--- config.mk ---
export PLATFORM = sky130hd
export DESIGN_NAME = inst_sched_pf
export DESIGN_NICKNAME = d
export VERILOG_FILES = /design/src/rtl/inst_sched_pf.sv
export SDC_FILE = /design/constraint.sdc
export NUM_CORES = 1
export LEC_CHECK = 0
export ABC_AREA = 1
export BUFFER_PORTS_ARGS = -buffer_cell sky130_fd_sc_hd__buf_2
export CAP_MARGIN = 0
export CORE_ASPECT_RATIO = 1.75
export CORE_MARGIN = 5
export CORE_UTILIZATION = 50
export CTS_CLUSTER_DIAMETER = 60
export DETAILED_ROUTE_END_ITERATION = 10
export PLACE_DENSITY_LB_ADDON = 0.25
export SYNTH_ARGS = -nofsm -noshare
export SYNTH_HDL_FRONTEND = slang
export SYNTH_SLANG_ARGS = --single-unit
--- constraint.sdc ---
create_clock -name i_clk -period 14.85 [get_ports i_clk]
set_clock_uncertainty 0.2 [all_clocks]
set_input_delay 2.2275 -clock i_clk [delete_from_list [all_inputs] [get_ports i_clk]]
set_output_delay 2.2275 -clock i_clk [all_outputs]
set_load 0.01 [all_outputs]
--- src/rtl/inst_sched_pf.sv ---
// inst_sched_pf: prefetching instruction scheduler dispatching CALC/DMA/SYNC/JUMP/END
// Ports:
//   i_clk, i_rst_n                       clock, synchronous active-low reset
//   i_start_npu, i_stop_npu              start pulse (honoured in IDLE), abort pulse (any state)
//   o_pc, o_instb_rd_en                  fetch address and request; data returns one cycle later
//   i_inst_in, i_inst_valid              returned instruction and its strobe
//   o_inst, o_inst_issue                 dispatched instruction (held) and its one-cycle issue pulse
//   o_calculate_enable, i_calculate_end  CALC run level and completion pulse
//   o_ex_dma, o_dma_noblock              DMA launch pulse and its non-blocking qualifier
//   i_dma_finish, o_nb_dma_cnt           DMA completion pulse and outstanding DMA count
//   o_npu_idle, o_internal_stop          idle status, END/error termination pulse
//   o_err_inst                           sticky illegal-opcode flag, cleared on start
module inst_sched_pf #(
    parameter int PC_W       = 12,
    parameter int INST_W     = 128,
    parameter int PF_DEPTH   = 4,
    parameter int MAX_NB_DMA = 4
) (
    input  logic              i_clk,
    input  logic              i_rst_n,
    input  logic              i_start_npu,
    input  logic              i_stop_npu,
    output logic [PC_W-1:0]   o_pc,
    output logic              o_instb_rd_en,
    input  logic [INST_W-1:0] i_inst_in,
    input  logic              i_inst_valid,
    output logic [INST_W-1:0] o_inst,
    output logic              o_inst_issue,
    output logic              o_calculate_enable,
    input  logic              i_calculate_end,
    output logic              o_ex_dma,
    output logic              o_dma_noblock,
    input  logic              i_dma_finish,
    output logic [3:0]        o_nb_dma_cnt,
    output logic              o_npu_idle,
    output logic              o_internal_stop,
    output logic              o_err_inst
);
    localparam int AW = $clog2(PF_DEPTH);
    localparam logic [AW+1:0] DEPTH = (AW+2)'(PF_DEPTH);
    localparam logic [3:0] MAX_DMA = 4'(MAX_NB_DMA);
    localparam logic [4:0] OP_NOP = 5'h00, OP_CALC = 5'h01, OP_DMA = 5'h02,
                           OP_JUMP = 5'h03, OP_SYNC = 5'h04, OP_END = 5'h1F;

    typedef enum logic [2:0] {IDLE, FETCH, CALC_WAIT, DMA_WAIT, SYNC_WAIT} state_t;

    state_t            state_q, state_d;
    logic [PC_W-1:0]   pc_q, pc_d;
    logic [INST_W-1:0] q_mem [PF_DEPTH];
    logic [AW-1:0]     rp_q, rp_d, wp_q, wp_d;
    logic [AW:0]       cnt_q, cnt_d;
    logic              inflight_q, discard_q;
    logic [3:0]        dma_q, dma_d;
    logic              err_q, err_d;
    logic [INST_W-1:0] inst_q, inst_d;
    logic              issue_q, issue_d, ex_q, ex_d, nbo_q, nbo_d, stop_q, stop_d;
    logic [INST_W-1:0] head;
    logic [4:0]        op;
    logic              nb, active, pop, flush, push, rd_en;

    assign head   = q_mem[rp_q];
    assign op     = head[INST_W-1 -: 5];
    assign nb     = head[INST_W-6];
    assign active = state_q != IDLE;
    // A DMA at the head waits in the queue while every DMA slot is taken.
    assign pop    = state_q == FETCH && cnt_q != '0 && !i_stop_npu && !(op == OP_DMA && dma_q == MAX_DMA);
    assign flush  = i_stop_npu || (pop && !(op inside {OP_NOP, OP_CALC, OP_DMA, OP_SYNC}));
    // Requests already in flight are counted so the queue can never overflow.
    assign rd_en  = active && !flush && ({1'b0, cnt_q} + {{(AW+1){1'b0}}, inflight_q}) < DEPTH;
    // A return landing in a flush cycle or the cycle after belongs to the discarded stream.
    assign push   = i_inst_valid && active && !flush && !discard_q;

    always_comb begin
        rp_d  = flush ? '0 : rp_q + AW'(pop);
        wp_d  = flush ? '0 : wp_q + AW'(push);
        cnt_d = flush ? '0 : cnt_q + (AW+1)'(push) - (AW+1)'(pop);
    end

    always_comb begin
        state_d = state_q;
        pc_d    = rd_en ? pc_q + 1'b1 : pc_q;
        err_d   = err_q;
        inst_d  = inst_q;
        issue_d = 1'b0;
        ex_d    = 1'b0;
        nbo_d   = 1'b0;
        stop_d  = 1'b0;
        case (state_q)
            IDLE: if (i_start_npu && !i_stop_npu) begin
                state_d = FETCH;
                pc_d    = '0;
                err_d   = 1'b0;
            end
            FETCH: if (pop) begin
                issue_d = 1'b1;
                inst_d  = head;
                case (op)
                    OP_NOP: ;
                    OP_CALC: state_d = CALC_WAIT;
                    OP_DMA: begin
                        ex_d    = 1'b1;
                        nbo_d   = nb;
                        state_d = nb ? FETCH : DMA_WAIT;
                    end
                    OP_SYNC: state_d = dma_q != '0 ? SYNC_WAIT : FETCH;
                    OP_JUMP: pc_d = head[PC_W-1:0];
                    OP_END: begin
                        stop_d  = 1'b1;
                        state_d = IDLE;
                    end
                    default: begin
                        err_d   = 1'b1;
                        stop_d  = 1'b1;
                        state_d = IDLE;
                    end
                endcase
            end
            CALC_WAIT: state_d = i_calculate_end ? FETCH : CALC_WAIT;
            DMA_WAIT, SYNC_WAIT: state_d = dma_q == '0 ? FETCH : state_q;
            default: state_d = IDLE;
        endcase
        if (i_stop_npu) state_d = IDLE;
        dma_d = i_stop_npu ? '0 : dma_q + 4'(ex_d) - 4'(i_dma_finish && dma_q != '0);
    end

    always_ff @(posedge i_clk) begin
        if (!i_rst_n) begin
            state_q    <= IDLE;
            pc_q       <= '0;
            rp_q       <= '0;
            wp_q       <= '0;
            cnt_q      <= '0;
            inflight_q <= 1'b0;
            discard_q  <= 1'b0;
            dma_q      <= '0;
            err_q      <= 1'b0;
            inst_q     <= '0;
            issue_q    <= 1'b0;
            ex_q       <= 1'b0;
            nbo_q      <= 1'b0;
            stop_q     <= 1'b0;
        end else begin
            state_q    <= state_d;
            pc_q       <= pc_d;
            rp_q       <= rp_d;
            wp_q       <= wp_d;
            cnt_q      <= cnt_d;
            inflight_q <= rd_en;
            discard_q  <= flush;
            dma_q      <= dma_d;
            err_q      <= err_d;
            inst_q     <= inst_d;
            issue_q    <= issue_d;
            ex_q       <= ex_d;
            nbo_q      <= nbo_d;
            stop_q     <= stop_d;
        end
    end

    always_ff @(posedge i_clk) begin
        if (push) q_mem[wp_q] <= i_inst_in;
    end

    assign o_pc               = pc_q;
    assign o_instb_rd_en      = rd_en;
    assign o_inst             = inst_q;
    assign o_inst_issue       = issue_q;
    assign o_calculate_enable = state_q == CALC_WAIT;
    assign o_ex_dma           = ex_q;
    assign o_dma_noblock      = nbo_q;
    assign o_nb_dma_cnt       = dma_q;
    assign o_npu_idle         = state_q == IDLE;
    assign o_internal_stop    = stop_q;
    assign o_err_inst         = err_q;
endmodule
# Yosys cells after proc, flatten, opt, wreduce, memory -nomap -nowiden
# Memories as Yosys holds them, arrays and structs flattened. A register that Yosys moved wholly into a read port is not among the register bits.
# Index checks and enable logic that the tools add are counted.
# word_totals
regBits	161
ramBits	512
elab_cells	103
mem_count	1
# op_classes
add_sub_neg	8
order_cmp	1
n_eq_ne	15
muxes	25
n_bitwise	1
n_reduce_logical	38
# memory_table
memory	depth	word_bits	rd	rd_ports_with_merged_regs	write_ports	line_no	rtl
q_mem	4	128	1	1	1	49	logic [INST_W-1:0] q_mem [PF_DEPTH];
# ops
op	count
12-bit 2-to-1 mux	4
12-bit case mux with 2 select lines	1
3-bit case mux with 4 select lines	2
12-bit by 1-bit adder with 12-bit output (second input constant)	1
1-bit logical AND	12
3-bit 2-to-1 mux	4
4-bit AND reduction	3
5-bit by 2-bit equality test with 1-bit output (second input constant)	2
1-bit 2-to-1 mux	10
2-bit != test (second input constant)	4
4-bit nonzero test	2
2-bit OR reduction	4
3-bit by 2-bit equality test with 1-bit output (second input constant)	2
2-bit 2-to-1 mux	3
3-bit nonzero test	2
6-bit OR reduction	1
5-bit by 1-bit equality test with 1-bit output (second input constant)	1
5-bit by 3-bit equality test with 1-bit output (second input constant)	1
5-bit equality test (second input constant)	1
1-bit zero test	5
5-bit zero test	1
5-bit OR reduction	1
2-bit by 1-bit adder with 2-bit output	2
3-bit by 1-bit adder with 4-bit output	1
other kinds (17)	18

# Logic depth before layout (Yosys ltp)
# Gate-level depths: netlist of the first run.
# logic_depth
ltp_word	13
mapped_depth	21
depth_no_buf	18

# Worst setup path after synthesis of the first run
# No wires, ideal clock.
# synth_timing
path_type	in2reg
startpoint	in i_stop_npu
endpoint	mem q_mem[0][0], enable pin
arrival_ns	11.478
required_ns	13.877
path_slack_ns	2.399
stages	6
cell_sequence	nor3_1 -> nand2_4 -> nor2_1 -> nor3_4 -> nand2_2 -> nor3_1
# synth_between
elab_chain_len	10
# synth_rtl
element	line_no	rtl
start, declared	22	input logic i_stop_npu,
1-bit zero test	66	assign pop = state_q == FETCH && cnt_q != '0 && !i_stop_npu && !(op == OP_DMA && dma_q == MAX_DMA);
1-bit logical AND (2 in a row)	66	
1-bit logical AND	67	assign flush = i_stop_npu || (pop && !(op inside {OP_NOP, OP_CALC, OP_DMA, OP_SYNC}));
1-bit logical OR *	67	
1-bit zero test *	71	assign push = i_inst_valid && active && !flush && !discard_q;
1-bit logical AND * (2 in a row)	71	
1-bit 2-to-1 mux *	161	if (push) q_mem[wp_q] <= i_inst_in;
1-bit 2-to-1 mux (not written as such) *	161	
end, declared	49	
# Mark *: on every way between the ends. The rest lies on a longest branch, timed or not.

==> flow_summary.html, run 1 <==
<table>
<tr><th>Metric</th><th>Value</th></tr>
<tr><th colspan="2">Place</th></tr>
<tr><td>Number of I/O port buffers</td><td>approximately 290</td></tr>
<tr><td>DP Area</td><td>0.0272 mm2</td></tr>
<tr><td>Gpl congestion</td><td>0.868</td></tr>
<tr><td>Cell count after placement</td><td>2,947</td></tr>
<tr><td>Detailed Place HPWL</td><td>between 30 and 40 mm</td></tr>
<tr><th colspan="2">Outcome</th></tr>
<tr><td>Outcome</td><td>finished, final reports clean</td></tr>
<tr><th colspan="2">Power</th></tr>
<tr><td>Static Leak</td><td>10.7 nW</td></tr>
<tr><td>Logic pwr share</td><td>2.8%</td></tr>
<tr><td>Power spent charging and discharging nets</td><td>roughly 0.00073 W</td></tr>
<tr><td>Sequential share of power</td><td>55.7%</td></tr>
<tr><td>Power Dens Cells</td><td>126 mW/mm2</td></tr>
<tr><td>Cell internal power dissipation</td><td>0.00292 W</td></tr>
<tr><td>Switch share</td><td>20.0%</td></tr>
<tr><td>Clock power share</td><td>41.5%</td></tr>
<tr><td>Worst vdd rail ir drop</td><td>about 0.12 mV</td></tr>
<tr><th colspan="2">Die</th></tr>
<tr><td>Row count</td><td>roughly 110</td></tr>
<tr><td>Die area</td><td>0.0552 mm2</td></tr>
<tr><td>I/O Pins</td><td>287</td></tr>
<tr><td>Starting utilization of the core area</td><td>50.2%</td></tr>
<tr><td>Die Height</td><td>between 300 and 400 um</td></tr>
<tr><td>X dimension of the die</td><td>180 um</td></tr>
<tr><td>Placeable core area</td><td>0.0503 mm2</td></tr>
<tr><th colspan="2">Setup path</th></tr>
<tr><td>Reg2Reg Capture Point</td><td>q_mem[1][85]</td></tr>
<tr><td>Reg-to-reg slack, setup</td><td>9.26 ns</td></tr>
<tr><td>Worst r2r path cells</td><td>13</td></tr>
<tr><td>Signal arrival time at the worst endpoint</td><td>4.21 ns</td></tr>
<tr><td>Endpoint class of the critical path</td><td>primary output</td></tr>
<tr><td>Startpoint types</td><td>flip-flop</td></tr>
<tr><td>Critical path, cell by cell</td><td>buf_4 &gt; inv_4 &gt; nand3_1 &gt; nand2_1 &gt; nor2_1 &gt; nand3_2 &gt; nand2_4 &gt; inv_6 &gt; nand2_4 &gt; nand4_4 &gt; inv_1 &gt; buf_2</td></tr>
<tr><td>Required arrival time at the worst endpoint</td><td>12.42 ns</td></tr>
<tr><td>Cell with the biggest individual delay on the critical path</td><td>sky130_fd_sc_hd__dfxtp_4</td></tr>
<tr><td>Top cell by count, worst path</td><td>sky130_fd_sc_hd__nand2_4</td></tr>
<tr><td>Biggest fanout along the worst timing path</td><td>91</td></tr>
<tr><td>Path type of the worst setup path</td><td>reg2out</td></tr>
<tr><td>Crit-path max cell delay</td><td>about 0.94 ns</td></tr>
<tr><td>Worst r2r src</td><td>rp_q[1]</td></tr>
<tr><th colspan="2">Timing</th></tr>
<tr><td>Fmax</td><td>151 MHz</td></tr>
<tr><td>Final setup viols</td><td>0</td></tr>
<tr><td>Final Cycle Share</td><td>approximately 45%</td></tr>
<tr><td>TNS Setup</td><td>0 ns</td></tr>
<tr><td>Relative slew slack</td><td>26.1%</td></tr>
<tr><td>Final period demand of the worst path</td><td>6.64 ns</td></tr>
<tr><td>Worst Max-Slew Pin Slew</td><td>1.11 ns</td></tr>
<tr><td>Setup repair after global routing missed its margin</td><td>false</td></tr>
<tr><td>Number of hold violations in the final report</td><td>0</td></tr>
<tr><td>Pins Over Slew Limit</td><td>0</td></tr>
<tr><th colspan="2">Worst hold path</th></tr>
<tr><td>Capture endpoint of the worst hold path</td><td>o_inst[8]</td></tr>
<tr><td>Worst hold stages</td><td>2</td></tr>
<tr><td>HP Class</td><td>reg2reg</td></tr>
<tr><td>Worst min-delay path startpoint</td><td>o_inst[8]</td></tr>
<tr><th colspan="2">GRT</th></tr>
<tr><td>Aggregate global-route resource usage</td><td>21.5%</td></tr>
<tr><td>Met2 Resource Use GR</td><td>37.7%</td></tr>
<tr><td>Layer carrying the most global-route usage</td><td>met2</td></tr>
<tr><td>Overall overflow remaining after global route</td><td>0</td></tr>
<tr><td>Number of antenna violations at the first check in global routing</td><td>20</td></tr>
<tr><td>Vias in the first global route</td><td>17,100</td></tr>
<tr><td>GR Util met1</td><td>26.1%</td></tr>
<tr><td>Largest net degree at the start of global routing</td><td>144</td></tr>
<tr><td>Global Route met3 Usage</td><td>under 10%</td></tr>
<tr><td>Wire length of the first global-routing pass</td><td>between 90 and 100 mm</td></tr>
<tr><th colspan="2">Synthesis</th></tr>
<tr><td>Netlist area before placement</td><td>0.0252 mm2</td></tr>
<tr><td>Mapped Cells</td><td>2,101</td></tr>
<tr><td>Share of synthesized flip-flops with an asynchronous set or reset</td><td>0%</td></tr>
<tr><td>Yosys warning count</td><td>0</td></tr>
<tr><td>Portion of the post-synthesis area used by sequential elements</td><td>between 70% and 80%</td></tr>
<tr><td>Leading register cell type out of synthesis</td><td>sky130_fd_sc_hd__edfxtp_1</td></tr>
<tr><td>Average cell area after synthesis</td><td>12.0 um2</td></tr>
<tr><td>EDFF count, synth</td><td>between 500 and 600</td></tr>
<tr><td>Post-synthesis sequential element count</td><td>673</td></tr>
<tr><td>Number of different library cells in the post-synthesis netlist</td><td>44</td></tr>
<tr><td>Syn Nets</td><td>approximately 2,300</td></tr>
<tr><th colspan="2">Clock tree</th></tr>
<tr><td>Post-cts sizing count</td><td>0</td></tr>
<tr><td>Clk slew on worst S/H paths</td><td>around 0.060 ns</td></tr>
<tr><td>Cts-stage hold buffer count</td><td>0</td></tr>
<tr><td>Number of clock buffers inserted by TritonCTS</td><td>57</td></tr>
<tr><td>Root cell of the clock tree</td><td>sky130_fd_sc_hd__clkbuf_16</td></tr>
<tr><td>Skew-Pair Late Insertion Delay</td><td>just over 0.6 ns</td></tr>
<tr><td>Number of levels the H-tree was split into</td><td>2</td></tr>
<tr><td>Buffer levels on the longest clock path</td><td>3</td></tr>
<tr><td>CTS tree</td><td>yes</td></tr>
<tr><td>Buffers inserted by post-CTS timing repair</td><td>0</td></tr>
<tr><td>Number of clock sinks</td><td>673</td></tr>
<tr><th colspan="2">Final layout</th></tr>
<tr><td>Final nets</td><td>2,489</td></tr>
<tr><td>Share of layout cells above drive strength 1</td><td>17.8%</td></tr>
<tr><td>Finished layout cell area</td><td>0.0291 mm2</td></tr>
<tr><td>Final cell count without fillers</td><td>3,064</td></tr>
<tr><td>Highest-count cells in the layout ignoring fill and taps</td><td>sky130_fd_sc_hd__edfxtp_1, sky130_fd_sc_hd__nor2_1, sky130_fd_sc_hd__o21ai_0, sky130_fd_sc_hd__buf_2, sky130_fd_sc_hd__dfxtp_1</td></tr>
<tr><td>Post-layout utilization of the core</td><td>57.9%</td></tr>
<tr><td>Commonest non-fill, non-tap cell in the layout</td><td>sky130_fd_sc_hd__edfxtp_1</td></tr>
<tr><td>Synthesis-to-layout area growth</td><td>15.4%</td></tr>
<tr><th colspan="2">Detailed routing</th></tr>
<tr><td>Remaining number of nets flagged by the antenna check after routing</td><td>0</td></tr>
<tr><td>Vias per std cell</td><td>5.53</td></tr>
<tr><td># DRC</td><td>0</td></tr>
<tr><td>Vias after detailed routing</td><td>between 15,000 and 20,000</td></tr>
<tr><td>Wirelength per Cell</td><td>20.2 um</td></tr>
<tr><td>Initial DRT Pass Iterations</td><td>5</td></tr>
<tr><td>Number of design-rule violations left by the first detailed-router iteration</td><td>1,085</td></tr>
<tr><td>Aggregate routed wire length</td><td>62.0 mm</td></tr>
<tr><th colspan="2">Run</th></tr>
<tr><td>Max-cap violations</td><td>0</td></tr>
</table>
-- cell usage after synthesis, types with 2 or more instances --
cell,number,area share (%)
sky130_fd_sc_hd__xnor2_1,3,0.10
sky130_fd_sc_hd__a21oi_1,39,0.77
sky130_fd_sc_hd__dfxtp_1,161,13
sky130_fd_sc_hd__inv_1,50,0.74
sky130_fd_sc_hd__o21bai_1,2,0.059
sky130_fd_sc_hd__nand2_2,5,0.12
sky130_fd_sc_hd__nand4_1,8,0.20
sky130_fd_sc_hd__o22ai_1,10,0.25
sky130_fd_sc_hd__nand2_4,2,0.089
sky130_fd_sc_hd__ha_1,12,0.59
sky130_fd_sc_hd__nand2_1,113,1.7
sky130_fd_sc_hd__nor2_4,2,0.089
sky130_fd_sc_hd__xor2_1,5,0.17
sky130_fd_sc_hd__buf_1,13,0.19
sky130_fd_sc_hd__a31oi_1,110,2.7
sky130_fd_sc_hd__inv_2,6,0.089
sky130_fd_sc_hd__o21ai_1,5,0.099
sky130_fd_sc_hd__buf_4,2,0.059
sky130_fd_sc_hd__fa_1,2,0.16
sky130_fd_sc_hd__nor2_1,495,7.4
sky130_fd_sc_hd__nand3_1,27,0.54
sky130_fd_sc_hd__buf_6,3,0.13
sky130_fd_sc_hd__edfxtp_1,512,61
sky130_fd_sc_hd__a32oi_1,3,0.10
sky130_fd_sc_hd__clkbuf_1,91,1.4
sky130_fd_sc_hd__buf_2,20,0.40
sky130_fd_sc_hd__nor3_1,13,0.26
sky130_fd_sc_hd__nor2_2,4,0.099
sky130_fd_sc_hd__o21ai_0,368,7.3
-- metrics by stage --
| step | setup WS, ns | total power [W] | hold slack (ns) |
|---|---|---|---|
| floorplan | 2.40 | 0.00213 | 0.276 |
| global placement | 8.49 | 0.00217 | 0.260 |
| detailed placement | 8.45 | 0.00218 | 0.256 |
| CTS | 8.16 | 0.00368 | 0.266 |
| global route | 7.94 | 0.00377 | 0.296 |
| finish | 8.21 | 0.00366 | 0.263 |
-- worst max-delay path: cells and delay by family (launching register included) --
kind                   cells  cell delay, ns
DFF                        1            0.94
buffers and inverters      5            1.48
and+or+nand+nor            7            1.18
-- power groups by stage --
stage          clock network, W  logic [W]  registers [W]
6_report                0.00152   0.000101        0.00204
5_1_grt                 0.00162   0.000113        0.00204
4_1_cts                 0.00155   0.000101        0.00204
3_5_place_dp                  0   0.000100        0.00208
3_3_place_gp                  0  0.0000948        0.00208
2_1_floorplan                 0  0.0000460        0.00208
-- worst max path at each step --
stage / endpoint / slack (ns) / start / cells past startpoint
after global routing: o_instb_rd_en / 7.94 / rp_q[1] / 12
after floorplan: q_mem[0][0] / 2.40 / i_stop_npu / 6
final: o_instb_rd_en / 8.21 / rp_q[1] / 12
after detailed placement: o_instb_rd_en / 8.45 / i_stop_npu / 8
after CTS: o_instb_rd_en / 8.16 / rp_q[1] / 12
after global placement: o_instb_rd_en / 8.49 / i_stop_npu / 8
-- state kept, by name, indices dropped and copies added, names as in the netlist --
register         flops
wp_q                 2
o_internal_stop      1
inflight_q           1
o_inst_issue         1
o_ex_dma             1
cnt_q                3
o_err_inst           1
o_inst             128
discard_q            1
rp_q                 2
o_dma_noblock        1
o_pc                12
q_mem              512
o_nb_dma_cnt         4
state_q              3
-- cells by family (layout without fill, tap and decap cells) --
kind of cell / Yosys count / in the layout / synth area share [%]
other: 0 / 9 / 0
and+or+nand+nor: 676 / 676 / 10.7
adders and majority gates: 14 / 14 / 0.754
AOI/OAI and AO/OA: 544 / 544 / 11.6
DFF: 673 / 673 / 73.7
xor gates and xnor gates: 8 / 8 / 0.278
buffers and inverters: 186 / 474 / 2.98
-- area by class of cell --
| type | count | area (um2) |
|---|---|---|
| Multi-Input combinational cell | 1242 | 5910 |
| Clock inverter | 23 | 267 |
| Tap cell | 666 | 833 |
| Fill cell | 4049 | 21200 |
| Sequential cell | 673 | 18600 |
| Timing Repair Buffer | 309 | 1610 |
| Clock buffer | 85 | 1650 |
| Inverter | 57 | 226 |
| Antenna cell | 9 | 22.5 |
-- per-layer routing --
metal | vias up | share of wire [%]
li1 | 7963 | -
met2 | 576 | 50
met4 | 22 | 3.9
met5 | - | 0.22
met3 | 148 | 6.9
met1 | 8228 | 39
Power figures use the tool's default switching activity.
==> inputs of run 2 (changes only) <==
==> constraint.sdc (replaced) <==
create_clock -name i_clk -period 5.55 [get_ports i_clk]
set_clock_uncertainty 0.2 [all_clocks]
set_input_delay 0.8325 -clock i_clk [delete_from_list [all_inputs] [get_ports i_clk]]
set_output_delay 0.8325 -clock i_clk [all_outputs]
set_load 0.01 [all_outputs]
==> flow_summary.html, run 2 (synthesis results as in run 1) <==
<table>
<tr><th>Metric</th><th>Value</th></tr>
<tr><th colspan="2">Timing</th></tr>
<tr><td>Final period demand of the worst path</td><td>4.25 ns</td></tr>
<tr><td>Setup repair after global routing missed its margin</td><td>false</td></tr>
<tr><td>Worst Max-Slew Pin Slew</td><td>1.16 ns (+0.0528 ns)</td></tr>
<tr><td>TNS Setup</td><td>0 ns (unchanged)</td></tr>
<tr><td>Pins Over Slew Limit</td><td>0 (unchanged)</td></tr>
<tr><td>Number of hold violations in the final report</td><td>0 (unchanged)</td></tr>
<tr><td>Post-Route Hold Slack</td><td>0.241 ns (-0.0219 ns)</td></tr>
<tr><td>Final Cycle Share</td><td>between 70% and 80%</td></tr>
<tr><td>Final setup viols</td><td>0 (unchanged)</td></tr>
<tr><td>Relative slew slack</td><td>22.6% (-3.5 points)</td></tr>
<tr><td>Fmax</td><td>235 MHz</td></tr>
<tr><th colspan="2">Final layout</th></tr>
<tr><td>Commonest non-fill, non-tap cell in the layout</td><td>sky130_fd_sc_hd__edfxtp_1</td></tr>
<tr><td>Multi-input combinational cell area</td><td>0.00593 mm2 (+0.42%)</td></tr>
<tr><td>Synthesis-to-layout area growth</td><td>15.9%</td></tr>
<tr><td>Finished layout cell area</td><td>0.0292 mm2 (+0.41%)</td></tr>
<tr><td>Highest-count cells in the layout ignoring fill and taps</td><td>sky130_fd_sc_hd__edfxtp_1, sky130_fd_sc_hd__nor2_1, sky130_fd_sc_hd__o21ai_0, sky130_fd_sc_hd__buf_2, sky130_fd_sc_hd__dfxtp_1</td></tr>
<tr><td>Final nets</td><td>2,486 (-0.12%)</td></tr>
<tr><td>Final cell count without fillers</td><td>3,067 (+0.098%)</td></tr>
<tr><td>Sequential Area</td><td>0.0186 mm2 (unchanged)</td></tr>
<tr><td>Biggest register</td><td>q_mem</td></tr>
<tr><td>Max FFs per register</td><td>512 (unchanged)</td></tr>
<tr><td>Final-layout fill cell count</td><td>4,014 (-0.86%)</td></tr>
<tr><td>Share of layout cells above drive strength 1</td><td>18.1% (+0.27 points)</td></tr>
<tr><th colspan="2">Worst hold path</th></tr>
<tr><td>Worst hold stages</td><td>1 (-1)</td></tr>
<tr><td>HP Class</td><td>in2reg</td></tr>
<tr><td>Capture endpoint of the worst hold path</td><td>q_mem[0][73]</td></tr>
<tr><td>Worst min-delay path startpoint</td><td>i_inst_in[73]</td></tr>
<tr><th colspan="2">Run</th></tr>
<tr><td>Max-cap violations</td><td>0 (unchanged)</td></tr>
<tr><th colspan="2">Setup path</th></tr>
<tr><td>Biggest fanout along the worst timing path</td><td>197 (+120%)</td></tr>
<tr><td>Path type of the worst setup path</td><td>reg2out</td></tr>
<tr><td>Worst r2r src</td><td>rp_q[0]</td></tr>
<tr><td>Required arrival time at the worst endpoint</td><td>4.52 ns (-7.90 ns)</td></tr>
<tr><td>Startpoint types</td><td>flip-flop</td></tr>
<tr><td>Endpoint class of the critical path</td><td>primary output</td></tr>
<tr><td>Source of the critical timing path</td><td>rp_q[0]</td></tr>
<tr><td>Reg2Reg Capture Point</td><td>q_mem[3][41]</td></tr>
<tr><td>Reg-to-reg slack, setup</td><td>1.31 ns (-7.95 ns)</td></tr>
<tr><td>Signal arrival time at the worst endpoint</td><td>3.22 ns (-0.99 ns)</td></tr>
<tr><td>Worst r2r path cells</td><td>12 (-1)</td></tr>
<tr><th colspan="2">Clock tree</th></tr>
<tr><td>Cts-stage hold buffer count</td><td>0 (unchanged)</td></tr>
<tr><td>Skew-Pair Late Insertion Delay</td><td>0.58 ns (-0.03 ns)</td></tr>
<tr><td>Post-cts sizing count</td><td>0 (unchanged)</td></tr>
<tr><td>Buffers inserted by post-CTS timing repair</td><td>0 (unchanged)</td></tr>
<tr><td>Number of levels the H-tree was split into</td><td>2 (unchanged)</td></tr>
<tr><td>Clk slew on worst S/H paths</td><td>0.07 ns (about the same)</td></tr>
<tr><td>Buffer levels on the longest clock path</td><td>3 (unchanged)</td></tr>
<tr><td>CTS tree</td><td>yes</td></tr>
<tr><td>Number of clock sinks</td><td>673 (unchanged)</td></tr>
<tr><td>Root cell of the clock tree</td><td>sky130_fd_sc_hd__clkbuf_16</td></tr>
<tr><td>Number of clock buffers inserted by TritonCTS</td><td>58 (+1.8%)</td></tr>
<tr><th colspan="2">Die</th></tr>
<tr><td>Die Height</td><td>307 um (unchanged)</td></tr>
<tr><td>Die area</td><td>0.0552 mm2 (unchanged)</td></tr>
<tr><td>Row count</td><td>109 (unchanged)</td></tr>
<tr><td>I/O Pins</td><td>287 (unchanged)</td></tr>
<tr><td>X dimension of the die</td><td>180 um (unchanged)</td></tr>
<tr><td>Placeable core area</td><td>0.0503 mm2 (unchanged)</td></tr>
<tr><td>Starting utilization of the core area</td><td>50.2% (unchanged)</td></tr>
<tr><th colspan="2">Detailed routing</th></tr>
<tr><td>Wirelength per Cell</td><td>20.4 um (+0.80%)</td></tr>
<tr><td>Vias after detailed routing</td><td>17,000 (+0.077%)</td></tr>
<tr><td># DRC</td><td>0 (unchanged)</td></tr>
<tr><td>Vias per std cell</td><td>5.53 (about the same)</td></tr>
<tr><td>Number of design-rule violations left by the first detailed-router iteration</td><td>1,474 (+36%)</td></tr>
<tr><td>Remaining number of nets flagged by the antenna check after routing</td><td>0 (unchanged)</td></tr>
<tr><td>Initial DRT Pass Iterations</td><td>7 (+2)</td></tr>
<tr><td>Aggregate routed wire length</td><td>62.5 mm (+0.90%)</td></tr>
<tr><th colspan="2">Power</th></tr>
<tr><td>Static Leak</td><td>10.7 nW (about the same)</td></tr>
<tr><td>Power Dens Cells</td><td>336 mW/mm2 (+170%)</td></tr>
<tr><td>Worst vdd rail ir drop</td><td>0.279 mV (+140%)</td></tr>
<tr><th colspan="2">GRT</th></tr>
<tr><td>Number of antenna violations at the first check in global routing</td><td>20 (unchanged)</td></tr>
<tr><td>Aggregate global-route resource usage</td><td>21.8% (+0.30 points)</td></tr>
<tr><td>Largest net degree at the start of global routing</td><td>198 (+38%)</td></tr>
<tr><td>Wire length of the first global-routing pass</td><td>96.0 mm (+1.4%)</td></tr>
<tr><td>Overall overflow remaining after global route</td><td>0 (unchanged)</td></tr>
<tr><td>Vias in the first global route</td><td>17,200 (+0.54%)</td></tr>
<tr><th colspan="2">Place</th></tr>
<tr><td>Cell count after placement</td><td>2,943 (-0.14%)</td></tr>
<tr><td>Number of I/O port buffers</td><td>286 (unchanged)</td></tr>
<tr><td>Detailed Place HPWL</td><td>35.8 mm (-0.77%)</td></tr>
<tr><td>Gpl congestion</td><td>0.874 (+0.75%)</td></tr>
<tr><td>DP Area</td><td>0.0273 mm2 (+0.30%)</td></tr>
<tr><th colspan="2">Outcome</th></tr>
<tr><td>Outcome</td><td>finished, final reports clean</td></tr>
</table>
-- run 2: changes by cell type in the layout (fill, tap and decap cells not counted), sizes merged --
cell	change
diode	+6
bufinv	+2
clkbuf	-16
clkinvlp	+7
buf	-4
clkinv	+8
-- run 2: worst max-delay path by stage --
stage                         end  slack [ns]  cells past startpoint
global placement     q_mem[3][95]        1.29                     12
global route         q_mem[3][75]        1.02                     12
finish              o_instb_rd_en        1.30                     11
CTS                 o_instb_rd_en        1.20                     11
floorplan             q_mem[2][0]       -1.79                     13
detailed placement   q_mem[3][83]        1.29                     12
-- run 2: stage by stage --
step | setup slack, ns | total power, W | utilization [%]
final | 1.30 | 0.00982 | 58.1
after global routing | 1.02 | 0.0101 | 58.1
after detailed placement | 1.29 | 0.00582 | 54.2
after global placement | 1.29 | 0.00581 | 54.2
after CTS | 1.20 | 0.00991 | 58.0
after floorplan | -1.79 | 0.00569 | -
-- run 2: layer usage --
metal	share of wire, %	global-route usage (%)	vias up	wire [um]
met5	0.13	0	-	80
met4	3.0	8.46	12	1900
met3	6.2	4.86	123	3900
met2	51	38.6	540	32100
met1	39	26.1	8294	24500
li1	-	-	7981	-
-- run 2: worst max-delay path, stage by stage (launching register included) --
cell and delay, ns:
sky130_fd_sc_hd__dfxtp_4 0.38, sky130_fd_sc_hd__buf_12 0.49, sky130_fd_sc_hd__o21ai_0 0.22, sky130_fd_sc_hd__o21ai_1 0.41, sky130_fd_sc_hd__nor2_1 0.12, sky130_fd_sc_hd__nand3_2 0.12, sky130_fd_sc_hd__nand2_4 0.15, sky130_fd_sc_hd__inv_6 0.14
sky130_fd_sc_hd__nand2_4 0.07, sky130_fd_sc_hd__nand4_4 0.16, sky130_fd_sc_hd__inv_1 0.08, sky130_fd_sc_hd__buf_2 0.14
-- run 2: area by class of cell --
class,instances,share of cell area (%)
tap,666,2.85
sequential,673,63.6
clock buffer,69,5.28
inverter,57,0.774
timing repair buffer,305,5.69
multi-input combinational,1242,20.3
clock inverter,40,1.36
antenna,15,0.128
-- run 2: power breakdown --
part,switching [W],total [W],internal [W]
sequential,0.0000124,0.00545,0.00543
combinational,0.000175,0.000265,0.0000906
clock,0.00179,0.00411,0.00232
total,0.00198,0.00982,0.00784
